File: src/rtl/bus_rr_arbiter.sv
// bus_rr_arbiter: round-robin arbiter that shares one 8-bit register-bus slave
// among NUM_REQ requesters. Each grant drives a single-cycle bus access. Reads
// then wait RD_LAT cycles for the slave's data. The winner gets a one-cycle ack.
// Optional build macro: ARB_PRIO0_EN. When it is defined, requester 0 has fixed
// top priority and the other requesters are served round-robin among
// themselves.
//
// state   | meaning
// --------+-----------------------------------------------------------
// S_IDLE  | bus idle, arbitrate among pending requests
// S_ISSUE | single-cycle bus access for the latched winner
// S_WAIT  | read only: count down the slave read latency, capture data
// S_ACK   | one-cycle ack to the winner, advance the round-robin pointer
module bus_rr_arbiter #(
  parameter int NUM_REQ = 4,
  parameter int RD_LAT  = 2
) (
  input  logic                 clk,
  input  logic                 rstn,
  input  logic [NUM_REQ-1:0]   req_i,
  input  logic [NUM_REQ-1:0]   req_wr_i,
  input  logic [NUM_REQ*8-1:0] req_addr_i,
  input  logic [NUM_REQ*8-1:0] req_wdata_i,
  output logic [NUM_REQ-1:0]   ack_o,
  output logic [7:0]           ack_rdata_o,
  output logic                 bus_en_o,
  output logic                 bus_wr_o,
  output logic [7:0]           bus_addr_o,
  output logic [7:0]           bus_wdata_o,
  input  logic [7:0]           bus_rdata_i,
  output logic                 busy_o
);

  localparam int              IDX_W    = (NUM_REQ > 1) ? $clog2(NUM_REQ) : 1;
  localparam logic [IDX_W-1:0] LAST_IDX = IDX_W'(NUM_REQ - 1);
  localparam logic [3:0]       LAT_LOAD = 4'(RD_LAT);

`ifdef ARB_PRIO0_EN
  // Requester 0 is handled outside the rotation, so remove it from the search.
  localparam logic [NUM_REQ-1:0] RR_MASK = ~NUM_REQ'(1);
`else
  localparam logic [NUM_REQ-1:0] RR_MASK = '1;
`endif

  generate
    if (RD_LAT < 1 || RD_LAT > 15) begin : g_bad_rd_lat
      $error("bus_rr_arbiter: RD_LAT must be within 1..15");
    end
    if (NUM_REQ < 2 || NUM_REQ > 8) begin : g_bad_num_req
      $error("bus_rr_arbiter: NUM_REQ must be within 2..8");
    end
  endgenerate

  typedef enum logic [1:0] {
    S_IDLE,
    S_ISSUE,
    S_WAIT,
    S_ACK
  } state_t;

  state_t            state_q, state_d;
  logic [IDX_W-1:0]  ptr_q, ptr_d;
  logic [IDX_W-1:0]  win_q, win_d;
  logic              wr_q, wr_d;
  logic [7:0]        addr_q, addr_d;
  logic [7:0]        wdata_q, wdata_d;
  logic [3:0]        cnt_q, cnt_d;
  logic [7:0]        rdata_q, rdata_d;

  logic [NUM_REQ-1:0] rr_req;
  logic [IDX_W-1:0]   pick;
  logic               any_req;

  // Winner search: first pending requester after the last grant, with wrap-around.
  always_comb begin
    rr_req  = req_i & RR_MASK;
    pick    = ptr_q;
    any_req = 1'b0;
    for (int k = 1; k <= NUM_REQ; k++) begin
      if (!any_req && rr_req[(int'(ptr_q) + k) % NUM_REQ]) begin
        pick    = IDX_W'((int'(ptr_q) + k) % NUM_REQ);
        any_req = 1'b1;
      end
    end
`ifdef ARB_PRIO0_EN
    if (req_i[0]) begin
      pick    = '0;
      any_req = 1'b1;
    end
`endif
  end

  // Next-state logic and decoded outputs. All outputs depend only on registered state.
  always_comb begin
    state_d     = state_q;
    ptr_d       = ptr_q;
    win_d       = win_q;
    wr_d        = wr_q;
    addr_d      = addr_q;
    wdata_d     = wdata_q;
    cnt_d       = cnt_q;
    rdata_d     = rdata_q;
    ack_o       = '0;
    ack_rdata_o = 8'h00;
    bus_en_o    = 1'b0;
    bus_wr_o    = 1'b0;
    bus_addr_o  = 8'h00;
    bus_wdata_o = 8'h00;
    busy_o      = (state_q != S_IDLE);

    case (state_q)
      S_IDLE: begin
        if (any_req) begin
          win_d   = pick;
          wr_d    = req_wr_i[pick];
          addr_d  = req_addr_i[int'(pick)*8 +: 8];
          wdata_d = req_wdata_i[int'(pick)*8 +: 8];
          state_d = S_ISSUE;
        end
      end
      S_ISSUE: begin
        bus_en_o    = 1'b1;
        bus_wr_o    = wr_q;
        bus_addr_o  = addr_q;
        bus_wdata_o = wdata_q;
        if (wr_q) begin
          state_d = S_ACK;
        end else begin
          cnt_d   = LAT_LOAD;
          state_d = S_WAIT;
        end
      end
      S_WAIT: begin
        // The counter is loaded with RD_LAT, so it reaches 1 in cycle ISSUE+RD_LAT.
        // That is the cycle in which the slave presents its data.
        cnt_d = cnt_q - 4'd1;
        if (cnt_q == 4'd1) begin
          rdata_d = bus_rdata_i;
          state_d = S_ACK;
        end
      end
      S_ACK: begin
        ack_o[win_q] = 1'b1;
        ack_rdata_o  = wr_q ? 8'h00 : rdata_q;
`ifdef ARB_PRIO0_EN
        if (win_q != '0) begin
          ptr_d = win_q;
        end
`else
        ptr_d = win_q;
`endif
        state_d = S_IDLE;
      end
      default: begin
        state_d = S_IDLE;
      end
    endcase
  end

  // State and datapath registers. A synchronous reset aborts any transaction in flight.
  always_ff @(posedge clk) begin
    if (!rstn) begin
      state_q <= S_IDLE;
      ptr_q   <= LAST_IDX;
      win_q   <= '0;
      wr_q    <= 1'b0;
      addr_q  <= 8'h00;
      wdata_q <= 8'h00;
      cnt_q   <= 4'd0;
      rdata_q <= 8'h00;
    end else begin
      state_q <= state_d;
      ptr_q   <= ptr_d;
      win_q   <= win_d;
      wr_q    <= wr_d;
      addr_q  <= addr_d;
      wdata_q <= wdata_d;
      cnt_q   <= cnt_d;
      rdata_q <= rdata_d;
    end
  end

endmodule
File: config.mk
export PLATFORM = sky130hd
export DESIGN_NAME = bus_rr_arbiter
export DESIGN_NICKNAME = d
export VERILOG_FILES = /design/src/rtl/bus_rr_arbiter.sv
export SDC_FILE = /design/constraint.sdc
export NUM_CORES = 1
export LEC_CHECK = 0
export CAP_MARGIN = 20
export CORE_MARGIN = 1.5
export CORE_UTILIZATION = 40
export DETAILED_ROUTE_END_ITERATION = 8
export GPL_TIMING_DRIVEN = 0
export PLACE_DENSITY = 0.91
export SLEW_MARGIN = 20
export SYNTH_ARGS = -nofsm -noshare
export SYNTH_HDL_FRONTEND = slang
export SYNTH_SLANG_ARGS = --single-unit
File: constraint.sdc
create_clock -name clk -period 2.3 [get_ports clk]
set_clock_uncertainty 0.2 [all_clocks]
set_input_delay 0.345 -clock clk [delete_from_list [all_inputs] [get_ports clk]]
set_output_delay 0.345 -clock clk [all_outputs]
set_load 0.02 [all_outputs]
# After elaboration in Yosys (flattened, before gate mapping)

Index checks and enable logic that the tools add are counted.

Word-level logic and storage cells: 88
Output and inout bits: 31
Input port bits: 82
Register bits: 35

Bitwise operators: 4
Order comparisons: 7
Equality and inequality tests: 7
Muxes and demuxes: 37
Shift operators: 2
Add/subtract/negate cells: 5
Reductions and logical operators: 18

Operator list:

| kind                                                       | number |
|---|---|
| indexed part select 32 x 6 -> 8 bit                        | 2 |
| two-way mux 8 bit                                          | 4 |
| two-way mux 1 bit                                          | 17 |
| less-than comparator 3 x 4 -> 1 bit, second input constant | 4 |
| two-way mux 2 bit                                          | 6 |
| binary-select mux 1 bit (select 2 bit)                     | 5 |
| two-way mux 4 bit                                          | 2 |
| one-hot mux 2 bit (4 select lines)                         | 1 |
| one-hot mux 4 bit (2 select lines)                         | 1 |
| AND reduction 2 bit                                        | 4 |
| OR reduction 2 bit                                         | 4 |
| less-than comparator 2 x 3 -> 1 bit, second input constant | 2 |
| != test 2 bit, second input constant                       | 3 |
| adder 2 x 1 -> 2 bit, second input constant                | 2 |
| adder 2 bit, second input constant                         | 2 |
| AND 1 bit, first input constant                            | 4 |
| == test 2 bit, second input constant                       | 2 |
| == test 4 x 1 -> 1 bit, second input constant              | 1 |
| logical AND 1 bit                                          | 4 |
| nonzero test 2 bit                                         | 2 |
| subtractor 4 x 1 -> 4 bit, second input constant           | 1 |
| zero test 1 bit                                            | 3 |
| demux 1 bit (select 2 bit)                                 | 1 |
| == test 2 x 1 -> 1 bit, second input constant              | 1 |
| other kinds (2)                                            | 2 |

# Longest topological paths before layout

Depth after elaboration: 18
Depth in mapped cells: 9

# Least setup slack after synthesis

No wires, ideal clock.

Path kind: reg-to-reg
Start: register state_q[0]
End: register addr_q[4]
Arrival time: 1.671 ns
Stages on the path, launching flop included: 10
Path buffers: 2
Setup slack: 0.294 ns
Library setup time: 0.135 ns
Clock period less this slack: 2.006 ns
Cell sequence: dfxtp_1 > inv_1 > ha_1 > inv_1 > a21oi_2 > and2_1 > nand2b_1 > clkbuf_2 > buf_2 > o221ai_1

Longest elaborated chain between the ends: 2

RTL lines:

| element                       | RTL line | source |
|---|---|---|
| start: declaration            | 61       | `state_t state_q, state_d;` |
| start signal: assignment      | 172      | `state_q <= state_d;` |
| zero test 2 bit               | 111      | `case (state_q)` |
| AND reduction 2 bit (no line) | n/a      |  |
| end signal: assignment        | 176      | `addr_q <= addr_d;` |
| end: declaration              | 65       | `logic [7:0] addr_q, addr_d;` |

Every way passes these cells.
A chain may end at the register's enable or synchronous reset.

# Final worst setup path

Start: register state_q[0]
End: output ack_rdata_o[1]

Longest elaborated chain between the ends: 2

RTL lines:

| element           | RTL line | source |
|---|---|---|
| == test 2 bit     | 111      |  |
| two-way mux 8 bit | 111      |  |
| end: declaration  | 25       | `output logic [7:0] ack_rdata_o,` |

Every way passes these cells.

==> qor.yml <==
outcome: "completed"
grt_pass1_wl_mm: 10.1
ys_types: 37
p_per_area_nw_per_um2: 796
nNetsFinal: 443
dr_wl_met2_mm: 3.18
final_cell_mix: "clkdlybuf4s50_1, mux2i_1, dfxtp_1"
timing_hold_violations_final: 0
cp.required_ns: 1.75
syn-cell-area_um2: 2160
cpPeakStageDelay_ns: 0.39
drc: 0
wire_per_inst_um: 14.3
cts_sinks: 35
cts_buffer_depth: 2
arrival_ns: 1.64
critPathLaunchType: "register"
path_cells: "ha_2, nor2b_4, and2_1, dlygate4sd2_1"
tightest_slew_ns: 0.573
grt_max_degree: 11
ys.warnings.count: 0
wl_met3_um: 397
fin_tns_setup_ns: 0
drt_pre_antenna_iters: 4
start_util_pct: 41.8
fin_crit_ns: 2.19
slew_headroom_pct: 61.8
critPathTopFamily: "flip-flops"
insertion_delay_ns: 0.28
cp.buffers_inverters: 1
syn-num-nets: 322
grt_usage_pct: 21.4
critPathCaptureType: "output port"
drt_wl_total_mm: 6.10
final_util_pct: 68.5
die-height_um: 76.5
yosysSeqAreaShare_pct: 32.4
num_antenna_cells: 0
leakagePower_uw: 0.00166
maxSlewViolCount: 0
top_layer_used: "met4"
core_region_area_um2: 5170
cts_hold_buf: 0
total_power_uw: 2820
dp_hpwl_mm: 4.78
cts_buffers: 5
rows: 26
area_growth_pct: 63.8
dp_slack_ns: -0.320
detail_route.iter0.violations: 117
clock.fmax_ghz: 0.457
worst-setup-path-type: "register to output port"
drive_gt1_share_pct: 10.7
vias_per_cell: 5.09
hold_path_class: "register to register"
port_buffers: 112
overflow: 0
antenna_found_initial: 0
seq_area_um2: 703
floorplan.die.width_um: 76.5
cts_tree: "yes"
clk_pin_slew_ns: 0.07
setup_viol: 0
cts-root-buf: "clkbuf_8"
vias: 2165
cts-htree-levels: 2
vdd_drop_max_mv: 0.396
final_common_cell: "clkdlybuf4s50_1"
final_area_um2: 3540
path_max_fanout: 8
dieArea_um2: 5860
synth_seq_cells: 35
cap_violations: 0
finalWorstSetupSlack_ns: 0.110
period_share_pct: 95.2
netlist_instances: 234
postPlaceCellArea_um2: 3370
fillers: 424
wl_met1_mm: 2.47
rsz0062_at_grt: "no"
grt_pass1_vias: 2239
gp_congestion: 0.789
syn_avg_cell_area_um2: 9.24
multi_input_area_um2: 1420
ant_nets: 0
slowest_stage: "dfxtp_2"
num_io_pins: 113
synth_stat cells:
library cell | n | area (um^2)
nor3b_1 | 1 | 7.51
and3_1 | 2 | 12.5
o31ai_1 | 1 | 7.51
a32oi_1 | 1 | 8.76
nand2_1 | 29 | 109
a21o_1 | 1 | 7.51
a22oi_1 | 2 | 15.0
clkbuf_2 | 1 | 5.00
and2_1 | 26 | 163
mux2i_1 | 45 | 450
clkbuf_1 | 6 | 22.5
o221ai_2 | 7 | 105
nor3_1 | 1 | 5.00
and3b_1 | 1 | 8.76
nor3_4 | 1 | 16.3
o21a_1 | 1 | 7.51
nor2_1 | 5 | 18.8
buf_2 | 2 | 10.0
o31a_1 | 1 | 8.76
inv_1 | 6 | 22.5
ha_1 | 6 | 75.1
o21ai_0 | 4 | 20.0
nand2b_1 | 4 | 25.0
a211o_1 | 1 | 8.76
o21ai_1 | 1 | 5.00
a21oi_1 | 2 | 10.0
o221ai_1 | 8 | 70.1
o211ai_1 | 3 | 22.5
buf_6 | 3 | 33.8
nand4_1 | 2 | 12.5
and4_1 | 1 | 8.76
a21oi_2 | 1 | 8.76
dfxtp_1 | 35 | 701
nor2b_1 | 16 | 100
o211a_1 | 2 | 20.0
nand3_1 | 3 | 15.0
a21boi_0 | 2 | 15.0
registers in the layout (all words and copies together) (netlist names):
signal,cells
addr_q,8
rdata_q,8
wdata_q,8
cnt_q,4
ptr_q,2
state_q,2
win_q,2
wr_q,1
kinds of logic (layout without fill, tap and decap cells):
logic type | count (synthesis) | in the layout | synth area share (%)
multiplexers | 45 | 45 | 20.8
flip-flops | 35 | 35 | 32.4
AND/OR/NAND/NOR | 92 | 92 | 23.2
buffers and inverters | 18 | 139 | 4.34
AO/OA/AOI/OAI | 38 | 38 | 15.7
adder cells (fa/ha/maj) | 6 | 6 | 3.47
per-stage QoR:
step,cells,hold slack (ns)
after detailed placement,416,0.243
after floorplan,234,0.224
after global placement,416,0.236
final,425,0.260
after CTS,424,0.263
after global routing,425,0.291
worst min-delay path: cells and delay by family, from the launching register on:
family,cells,cell delay [ns]
compound gates,1,0.05
flops,1,0.32
simple gates,1,0.05
power breakdown:
part	leakage [uW]	internal, uW	switching, uW
clock	0.0000470	235	208
combinational	0.00132	702	746
sequential	0.000288	796	133
cell type report:
cell class	count	share of cell area (%)
Clock buffer	6	2.33
Sequential cell	35	19.9
Inverter	6	0.636
Tap cell	70	2.47
Timing Repair Buffer	114	32.2
Multi-Input combinational cell	181	40.0
Clock inverter	1	0.141
Buffer	12	2.33
path summary, 6_finish.rpt:
path,slack [ns],to,cells after the start,from
worst max-delay path,0.11,ack_rdata_o[1],4,state_q[0]
worst min-delay path,0.26,wdata_q[4],2,wdata_q[4]
worst max register to register,0.16,addr_q[5],8,state_q[1]
worst min register to register,0.26,wdata_q[4],2,wdata_q[4]
per-layer routing:
metal | vias up | global-route usage (%)
met5 | - | 0
met4 | 0 | 5.00
met3 | 8 | 6.83
met2 | 74 | 39.6
met1 | 1006 | 23.5
li1 | 1077 | -
timing repair:
action,CTS,global route
gates resized for setup,29,26
endpoints found under the hold margin,0,0
gates cloned,0,0
pin swaps,1,1
setup buffers,1,1
endpoints found under the setup margin,41,29
Note: power is estimated with default switching activity, not from simulation.
